<file path="src/rtl/crc_pkg.sv">
// Shared types for the CRC request front end: request and parameter records,
// polynomial select codes and the record-build helper.
package crc_pkg;

    localparam logic [1:0] POLY_SEL_32 = 2'b00;
    localparam logic [1:0] POLY_SEL_16 = 2'b01;
    localparam logic [1:0] POLY_SEL_64 = 2'b11;

    typedef struct packed {
        logic [1:0]  crc_poly_size_sel;
        logic [7:0]  req_id;
        logic [31:0] data_addr_offset;
        logic [31:0] crc_addr_offset;
        logic        req_rpt_en;
    } crc_req_t;

    typedef struct packed {
        logic [1:0]  crc_poly_size_sel;
        logic [7:0]  req_id;
        logic [63:0] poly;
        logic [31:0] data_addr;
        logic [31:0] crc_addr;
        logic [2:0]  rpt_num;
    } crc_param_req_t;

    localparam int CRC_REQ_WITDH       = $bits(crc_req_t);
    localparam int CRC_PARAM_REQ_WITDH = $bits(crc_param_req_t);

    // sel=2'b10 has bit 0 clear, so it falls into the 32-bit default.
    function automatic crc_param_req_t build_param(
        input crc_req_t    req,
        input logic [15:0] poly16,
        input logic [31:0] poly32,
        input logic [63:0] poly64,
        input logic [31:0] data_ba,
        input logic [31:0] crc_ba,
        input logic [2:0]  rpt_num
    );
        crc_param_req_t rec;
        rec.crc_poly_size_sel = req.crc_poly_size_sel;
        rec.req_id            = req.req_id;
        case (req.crc_poly_size_sel)
            POLY_SEL_16: rec.poly = {48'h0, poly16};
            POLY_SEL_64: rec.poly = poly64;
            default:     rec.poly = {32'h0, poly32};
        endcase
        rec.data_addr = data_ba + req.data_addr_offset;
        rec.crc_addr  = crc_ba + req.crc_addr_offset;
        rec.rpt_num   = req.req_rpt_en ? rpt_num : 3'd0;
        return rec;
    endfunction

endpackage

</file>
<file path="src/rtl/basic_fifo.sv">
// Small synchronous FIFO; a write into a full FIFO is taken only when a read
// happens in the same cycle.
module basic_fifo #(
    parameter int WIDTH = 8,
    parameter int DEPTH = 2
) (
    input  logic             i_clk,
    input  logic             i_nreset,
    input  logic             i_wr_en,
    input  logic [WIDTH-1:0] i_wr_data,
    input  logic             i_rd_en,
    output logic [WIDTH-1:0] o_rd_data,
    output logic             o_full,
    output logic             o_empty
);
    localparam int AW = (DEPTH > 1) ? $clog2(DEPTH) : 1;
    localparam int CW = $clog2(DEPTH + 1);

    logic [WIDTH-1:0] r_mem [DEPTH];
    logic [AW-1:0]    r_wr_ptr;
    logic [AW-1:0]    r_rd_ptr;
    logic [CW-1:0]    r_count;
    logic             w_push;
    logic             w_pop;

    assign o_full    = (r_count == CW'(DEPTH));
    assign o_empty   = (r_count == '0);
    assign w_pop     = i_rd_en & ~o_empty;
    assign w_push    = i_wr_en & (~o_full | w_pop);
    assign o_rd_data = r_mem[r_rd_ptr];

    function automatic logic [AW-1:0] next_ptr(input logic [AW-1:0] p);
        return (p == AW'(DEPTH - 1)) ? '0 : p + 1'b1;
    endfunction

    always_ff @(posedge i_clk or negedge i_nreset) begin
        if (!i_nreset) begin
            for (int i = 0; i < DEPTH; i++) r_mem[i] <= '0;
            r_wr_ptr <= '0;
            r_rd_ptr <= '0;
            r_count  <= '0;
        end else begin
            if (w_push) begin
                r_mem[r_wr_ptr] <= i_wr_data;
                r_wr_ptr        <= next_ptr(r_wr_ptr);
            end
            if (w_pop) r_rd_ptr <= next_ptr(r_rd_ptr);
            case ({w_push, w_pop})
                2'b10:   r_count <= r_count + 1'b1;
                2'b01:   r_count <= r_count - 1'b1;
                default: r_count <= r_count;
            endcase
        end
    end

endmodule

</file>
<file path="src/rtl/crc_rr_arb.sv">
// Round-robin arbiter: search starts one past the last granted channel and
// wraps; reset state makes channel 0 the first winner.
module crc_rr_arb #(
    parameter  int NUM_CH = 4,
    localparam int CHW    = (NUM_CH > 1) ? $clog2(NUM_CH) : 1
) (
    input  logic              i_clk,
    input  logic              i_nreset,
    input  logic [NUM_CH-1:0] i_req,
    input  logic              i_en,
    output logic [NUM_CH-1:0] o_gnt,
    output logic [CHW-1:0]    o_gnt_idx,
    output logic [CHW-1:0]    o_last_grant
);
    logic [CHW-1:0] r_last;
    logic [CHW-1:0] w_idx;
    logic [CHW-1:0] w_cand;
    logic           w_found;

    always_comb begin
        w_found = 1'b0;
        w_idx   = '0;
        w_cand  = '0;
        for (int k = 1; k <= NUM_CH; k++) begin
            w_cand = CHW'((int'(r_last) + k) % NUM_CH);
            if (!w_found && i_req[w_cand]) begin
                w_found = 1'b1;
                w_idx   = w_cand;
            end
        end
    end

    assign o_gnt        = (i_en && w_found) ? (NUM_CH'(1) << w_idx) : '0;
    assign o_gnt_idx    = w_idx;
    assign o_last_grant = r_last;

    always_ff @(posedge i_clk or negedge i_nreset) begin
        if (!i_nreset)   r_last <= CHW'(NUM_CH - 1);
        else if (|o_gnt) r_last <= w_idx;
    end

endmodule

</file>
<file path="src/rtl/crc_req_proc_mc.sv">
// Multi-channel CRC request front end: per-channel request FIFOs, round-robin
// expansion into CRC parameter records, and per-channel outstanding tracking.
module crc_req_proc_mc
    import crc_pkg::*;
#(
    parameter  int NUM_CH           = 4,
    parameter  int REQ_FIFO_DEPTH   = 2,
    parameter  int PARAM_FIFO_DEPTH = 2,
    parameter  int MAX_OUTSTAND     = 8,
    localparam int CHW              = (NUM_CH > 1) ? $clog2(NUM_CH) : 1,
    localparam int OCW              = $clog2(MAX_OUTSTAND + 1)
) (
    input  logic                                    i_clk,
    input  logic                                    i_nreset,
    input  logic [NUM_CH-1:0]                       i_req_valid,
    input  logic [NUM_CH-1:0][CRC_REQ_WITDH-1:0]    i_req_data,
    output logic [NUM_CH-1:0]                       o_req_ready,
    output logic                                    o_crc_params_valid,
    output logic [CRC_PARAM_REQ_WITDH-1:0]          o_crc_params_data,
    output logic [CHW-1:0]                          o_crc_params_ch,
    input  logic                                    i_crc_params_ready,
    input  logic [15:0]                             i_cfg_16bit_poly,
    input  logic [31:0]                             i_cfg_32bit_poly,
    input  logic [63:0]                             i_cfg_64bit_poly,
    input  logic [31:0]                             i_cfg_data_ba,
    input  logic [31:0]                             i_cfg_crc_ba,
    input  logic [2:0]                              i_cfg_rpt_num,
    input  logic                                    i_outstand_dec,
    input  logic [CHW-1:0]                          i_outstand_dec_ch,
    output logic [NUM_CH-1:0]                       o_no_outstand_cmd,
    output logic                                    o_outstand_err
);
    logic [NUM_CH-1:0]                    w_rf_full;
    logic [NUM_CH-1:0]                    w_rf_empty;
    logic [NUM_CH-1:0][CRC_REQ_WITDH-1:0] w_rf_data;
    logic [NUM_CH-1:0]                    w_accept;
    logic [NUM_CH-1:0]                    w_dec;
    logic [NUM_CH-1:0]                    w_dec_ok;
    logic [NUM_CH-1:0]                    w_dec_zero;
    logic [NUM_CH-1:0]                    w_gnt;
    logic [CHW-1:0]                       w_gnt_idx;
    logic [CHW-1:0]                       w_last_grant_unused;
    logic                                 w_pf_full;
    logic                                 w_pf_empty;
    logic                                 w_pf_pop;
    logic                                 w_arb_en;
    logic                                 w_dec_bad;
    logic [CRC_PARAM_REQ_WITDH+CHW-1:0]   w_pf_rd_data;
    crc_req_t                             w_head;
    crc_param_req_t                       w_rec;
    logic [OCW-1:0]                       r_cnt [NUM_CH];
    logic                                 r_err;

    for (genvar c = 0; c < NUM_CH; c++) begin : g_ch
        assign o_req_ready[c]       = ~w_rf_full[c] & (r_cnt[c] != OCW'(MAX_OUTSTAND));
        assign w_accept[c]          = i_req_valid[c] & o_req_ready[c];
        assign o_no_outstand_cmd[c] = (r_cnt[c] == '0);
        assign w_dec[c]             = i_outstand_dec & (i_outstand_dec_ch == CHW'(c));
        assign w_dec_ok[c]          = w_dec[c] & (r_cnt[c] != '0);
        assign w_dec_zero[c]        = w_dec[c] & (r_cnt[c] == '0);

        basic_fifo #(
            .WIDTH (CRC_REQ_WITDH),
            .DEPTH (REQ_FIFO_DEPTH)
        ) u_req_fifo (
            .i_clk     (i_clk),
            .i_nreset  (i_nreset),
            .i_wr_en   (w_accept[c]),
            .i_wr_data (i_req_data[c]),
            .i_rd_en   (w_gnt[c]),
            .o_rd_data (w_rf_data[c]),
            .o_full    (w_rf_full[c]),
            .o_empty   (w_rf_empty[c])
        );

        // Accept and a valid decrement in the same cycle cancel out.
        always_ff @(posedge i_clk or negedge i_nreset) begin
            if (!i_nreset)                      r_cnt[c] <= '0;
            else if (w_accept[c] && !w_dec_ok[c]) r_cnt[c] <= r_cnt[c] + 1'b1;
            else if (!w_accept[c] && w_dec_ok[c]) r_cnt[c] <= r_cnt[c] - 1'b1;
        end
    end

    // A full parameter FIFO that is draining this cycle can still take a record.
    assign w_pf_pop = o_crc_params_valid & i_crc_params_ready;
    assign w_arb_en = ~w_pf_full | w_pf_pop;

    crc_rr_arb #(
        .NUM_CH (NUM_CH)
    ) u_arb (
        .i_clk        (i_clk),
        .i_nreset     (i_nreset),
        .i_req        (~w_rf_empty),
        .i_en         (w_arb_en),
        .o_gnt        (w_gnt),
        .o_gnt_idx    (w_gnt_idx),
        .o_last_grant (w_last_grant_unused)
    );

    assign w_head = crc_req_t'(w_rf_data[w_gnt_idx]);
    assign w_rec  = build_param(w_head, i_cfg_16bit_poly, i_cfg_32bit_poly, i_cfg_64bit_poly,
                                i_cfg_data_ba, i_cfg_crc_ba, i_cfg_rpt_num);

    basic_fifo #(
        .WIDTH (CRC_PARAM_REQ_WITDH + CHW),
        .DEPTH (PARAM_FIFO_DEPTH)
    ) u_param_fifo (
        .i_clk     (i_clk),
        .i_nreset  (i_nreset),
        .i_wr_en   (|w_gnt),
        .i_wr_data ({w_rec, w_gnt_idx}),
        .i_rd_en   (w_pf_pop),
        .o_rd_data (w_pf_rd_data),
        .o_full    (w_pf_full),
        .o_empty   (w_pf_empty)
    );

    assign o_crc_params_valid = ~w_pf_empty;
    assign o_crc_params_data  = w_pf_rd_data[CRC_PARAM_REQ_WITDH+CHW-1:CHW];
    assign o_crc_params_ch    = w_pf_rd_data[CHW-1:0];

    assign w_dec_bad = i_outstand_dec & ({1'b0, i_outstand_dec_ch} >= (CHW + 1)'(NUM_CH));

    always_ff @(posedge i_clk or negedge i_nreset) begin
        if (!i_nreset)                        r_err <= 1'b0;
        else if (w_dec_bad || (|w_dec_zero))  r_err <= 1'b1;
    end

    assign o_outstand_err = r_err;

endmodule

</file>
<file path="config.mk">
export PLATFORM = sky130hd
export DESIGN_NAME = crc_req_proc_mc
export DESIGN_NICKNAME = d
export VERILOG_FILES = /design/src/rtl/crc_pkg.sv /design/src/rtl/basic_fifo.sv /design/src/rtl/crc_rr_arb.sv /design/src/rtl/crc_req_proc_mc.sv
export SDC_FILE = /design/constraint.sdc
export NUM_CORES = 2
export LEC_CHECK = 0
export BUFFER_PORTS_ARGS = -buffer_cell sky130_fd_sc_hd__buf_2
export CAP_MARGIN = 25
export CORE_ASPECT_RATIO = 0.9
export CORE_MARGIN = 1
export CORE_UTILIZATION = 47
export DETAILED_ROUTE_END_ITERATION = 7
export PLACE_DENSITY = 0.7
export SLEW_MARGIN = 15
export SYNTH_ARGS = -nofsm -noshare
export SYNTH_HDL_FRONTEND = slang
export SYNTH_HIERARCHICAL = 1
export SYNTH_SLANG_ARGS = --single-unit
</file>
<file path="constraint.sdc">
create_clock -name i_clk -period 12.3 [get_ports i_clk]
set_clock_uncertainty 0.15 [all_clocks]
set_input_delay 0.615 -clock i_clk [delete_from_list [all_inputs] [get_ports i_clk]]
set_output_delay 0.615 -clock i_clk [all_outputs]
set_load 0.02 [all_outputs]
</file>
==> parameters.txt <==
Parameter                              Value

Run status
  Run status ... finished clean

Yosys
  Most instantiated flip-flop cell in the synthesis netlist ... sky130_fd_sc_hd__dfrtp_1
  Arithmetic-cell share of the synthesized area counting full adders, half adders and majority gates ... 2.30%
  Total number of yosys warnings ... 6
  Count of different cell masters after synthesis ... 88
  Post-synthesis cell area ... approximately 48000 sq um
  Post-Synth Simple-Gate Area ... 3.24%
  Post-synth net total ... 3872
  Register bit total from synthesis ... 925
  Largest family of logic cells by synthesized area ... multiplexers
  Portion of netlist area occupied by mux cells ... a little under two fifths
  Xor/xnor cell area share of the yosys netlist ... 1.75%
  Async set-or-reset flop fraction in the synthesized netlist ... 100%
  EDFF count, synth ... 0
  Synthesized instance count ... 3299
  Mean post-synth cell area ... 14.4 sq um
  Sequential-to-total area share from yosys stat ... around 49%
  Compound-cell area share of the yosys netlist ... 3.86%

Critical path
  Worst r2r src ... g_ch[3].u_req_fifo/r_count[0]$_DFFE_PN0P_
  Signal arrival time at the worst endpoint ... 6360 ps
  Cell depth of the worst flop-to-flop path ... 16
  Largest fanout on the critical path ... 57
  Crit. End Element ... register
  Critical path class ... register to register
  R2R Path End ... u_param_fifo/r_mem[63]$_DFFE_PN0P_
  Critical Path Source Type ... register
  Reg-to-reg setup timing slack ... 6350 ps
  Req. time, crit path ... 12710 ps

Layout
  Final net count ... 4683
  Layout cells sized above 1 ... a little over 50%
  Final design utilization ... 57.3%
  Syn-to-layout area delta ... 20.8%

Timing
  Worst slew pin tran ... around 1100 ps
  Min cycle time layout ... 5950 ps
  Crit path setup slack, layout ... 6350 ps
  Max_slew headroom ... 28.7%
  Final count of pins violating max slew ... 0
  Final hold viol count ... 0
  Final Setup Violations ... 0
  Share of the cycle needed by the critical path after routing ... between 40% and 50%
  Maximum clock frequency ... between 150 and 200 MHz
  Setup tns final ... 0 ps
  RSZ-0062 raised after global routing ... false

Route
  Post-route antenna net violation count ... 0
  DR iter-0 viols ... 1826
  Total Routed Length ... 130 mm
  Total iterations of the first detailed-routing run ... 5
  Number of remaining DRC errors ... 0
  Drt wl/cell ... between 20 and 25 microns
  Vias ... 30700
  Detailed-route vias per instance ... roughly 5.5

Clocking
  Max H-tree Level ... 3
  Clock insertion delay at the later pin of the skew report ... approximately 700 ps
  Total clock buffers created by CTS ... 99
  CTS Hold Bufs ... 226
  CTS tree ... yes
  Clock tree buffer depth ... 3
  Clock tree root driver cell ... sky130_fd_sc_hd__clkbuf_16
  Clock Pin Slew Worst Setup and Hold Paths ... 60 ps
  Num Clock Sinks ... 925
  Resize count post-CTS ... 0
  Number of post-CTS setup repair buffers ... 0

Min path
  Hold path startpoint ... i_req_data[103]
  Type of the worst min-delay path ... input pin to register
  Worst hold path cell count ... 2
  Worst hold path endpoint ... g_ch[1].u_req_fifo/r_mem[103]$_DFFE_PN0P_

Placed design
  Placement-stage worst setup slack ... 6340 ps
  Post-detail-place hpwl ... 88.5 mm
  PortBufs ... between 600 and 700
  Routability Congestion ... 0.922

Floorplanning
  # IOs ... 642
  Full die area ... 102000 sq um
  Die boundary height ... 304 microns
  Number of placement rows ... 110
  Die width ... about 340 microns
  Core outline area ... 100000 sq um
  Effective utilization at floorplan ... 47.5%

Global routing
  Remaining Overflow, GRT ... 0
  Vias in the first global route ... 32600
  First-pass GRT wire length ... ~200 mm
  Pin count of the biggest net entering global routing ... between 150 and 200
  Total track usage ... between 20% and 30%
  Initial antenna violation count ... 11

Job
  Number of maximum-capacitance constraint violations ... 0
-- sequential cells by signal, indices dropped and copies added, names as in the netlist --
register                  cells
g_ch.u_req_fifo/r_count       8
g_ch.u_req_fifo/r_mem       600
g_ch.u_req_fifo/r_rd_ptr      4
g_ch.u_req_fifo/r_wr_ptr      4
o_outstand_err                1
r_cnt                        16
u_arb/o_last_grant            2
u_param_fifo/r_count          2
u_param_fifo/r_mem          286
u_param_fifo/r_rd_ptr         1
u_param_fifo/r_wr_ptr         1
-- final cells by class --
class / count / area, sq um
Antenna cell: 6 / 15.0
Clock buffer: 138 / 2870
Clock inverter: 45 / 619
Fill cell: 8078 / 42800
Inverter: 20 / 77.6
Multi-Input combinational cell: 2153 / 23100
Sequential cell: 925 / 23200
Tap cell: 1344 / 1680
Timing Repair Buffer: 911 / 5870
-- per-layer routing --
metal	GRT usage (%)	vias to the layer above	routed length, microns
li1	-	13800	-
met1	34.2	16000	57100
met2	42.3	772	63900
met3	3.81	215	5740
met4	7.40	8	3440
met5	0	-	47
-- logic make-up (layout without fill, tap and decap cells) --
logic type      Yosys count  after routing
mux                    1429           1429
flops                   925            925
compound gates          274            274
simple gates            271            271
buf+inv                 221           1114
xor+xnor                 95             95
fa+ha+maj                84             84
other cells               0              6
-- cell usage after synthesis (all sizes together), types with 15 or more instances --
library cell	n	area [sq um]
and3	44	285
clkbuf	53	200
dfrtp	923	23100
xor2	33	289
nand2	64	240
nor3	17	90.1
a21o	36	270
nand2b	15	93.8
nor2b	16	100
a21oi	81	409
mux4	75	1690
xnor2	62	543
mux2	1335	15900
a22o	16	140
mux2i	19	190
nor2	42	165
inv	20	75.1
buf	148	1090
o21ai	55	275
ha	78	976
-- critical path, cell delays in order (launching register included) --
cell and delay (ps):
sky130_fd_sc_hd__dfrtp_1 450, sky130_fd_sc_hd__nor2_1 80, sky130_fd_sc_hd__inv_1 160, sky130_fd_sc_hd__and3b_1 230, sky130_fd_sc_hd__o31ai_4 100, sky130_fd_sc_hd__inv_4 350
sky130_fd_sc_hd__buf_4 780, sky130_fd_sc_hd__mux4_2 410, sky130_fd_sc_hd__ha_1 230, sky130_fd_sc_hd__fa_1 460, sky130_fd_sc_hd__a21o_1 280, sky130_fd_sc_hd__a311o_1 390
sky130_fd_sc_hd__and3_1 220, sky130_fd_sc_hd__a211oi_1 780, sky130_fd_sc_hd__o21ai_0 240, sky130_fd_sc_hd__xor2_1 200, sky130_fd_sc_hd__mux2_2 270
-- metrics by stage --
stage	hold slack, ps	instances	cell area [sq um]
2_1_floorplan	169	3299	47600
3_3_place_gp	286	5125	51600
3_5_place_dp	299	5125	51600
4_1_cts	0.307	5534	57400
5_1_grt	12.9	5542	57400
6_report	39.0	5542	57400
-- layout by cell type (no fill, tap or decap), drive strengths merged, types with 42 or more instances in the layout --
cell	instances
buf	685
o21ai	55
dfrtp	923
dlygate4sd3	226
mux2	1335
nor2	42
xnor2	62
ha	78
mux4	75
a21oi	81
clkbuf	138
nand2	64
and3	44
-- how the worst max path moves through the flow --
stage                                              end                                       from  slack, ps  cells after the start
floorplan           u_param_fifo/r_mem[63]$_DFFE_PN0P_  g_ch[0].u_req_fifo/r_count[0]$_DFFE_PN0P_       7020                     18
global placement    u_param_fifo/r_mem[63]$_DFFE_PN0P_  g_ch[3].u_req_fifo/r_count[0]$_DFFE_PN0P_       6380                     16
detailed placement  u_param_fifo/r_mem[63]$_DFFE_PN0P_  g_ch[1].u_req_fifo/r_count[0]$_DFFE_PN0P_       6340                     16
CTS                 u_param_fifo/r_mem[63]$_DFFE_PN0P_  g_ch[3].u_req_fifo/r_count[0]$_DFFE_PN0P_       6320                     16
global route        u_param_fifo/r_mem[35]$_DFFE_PN0P_  g_ch[0].u_req_fifo/r_count[0]$_DFFE_PN0P_       6040                     17
finish              u_param_fifo/r_mem[63]$_DFFE_PN0P_  g_ch[3].u_req_fifo/r_count[0]$_DFFE_PN0P_       6350                     16
Power is left out: the tool's default activity adds up to more than one toggle a clock period on the data nets, which glitch-free logic cannot reach.
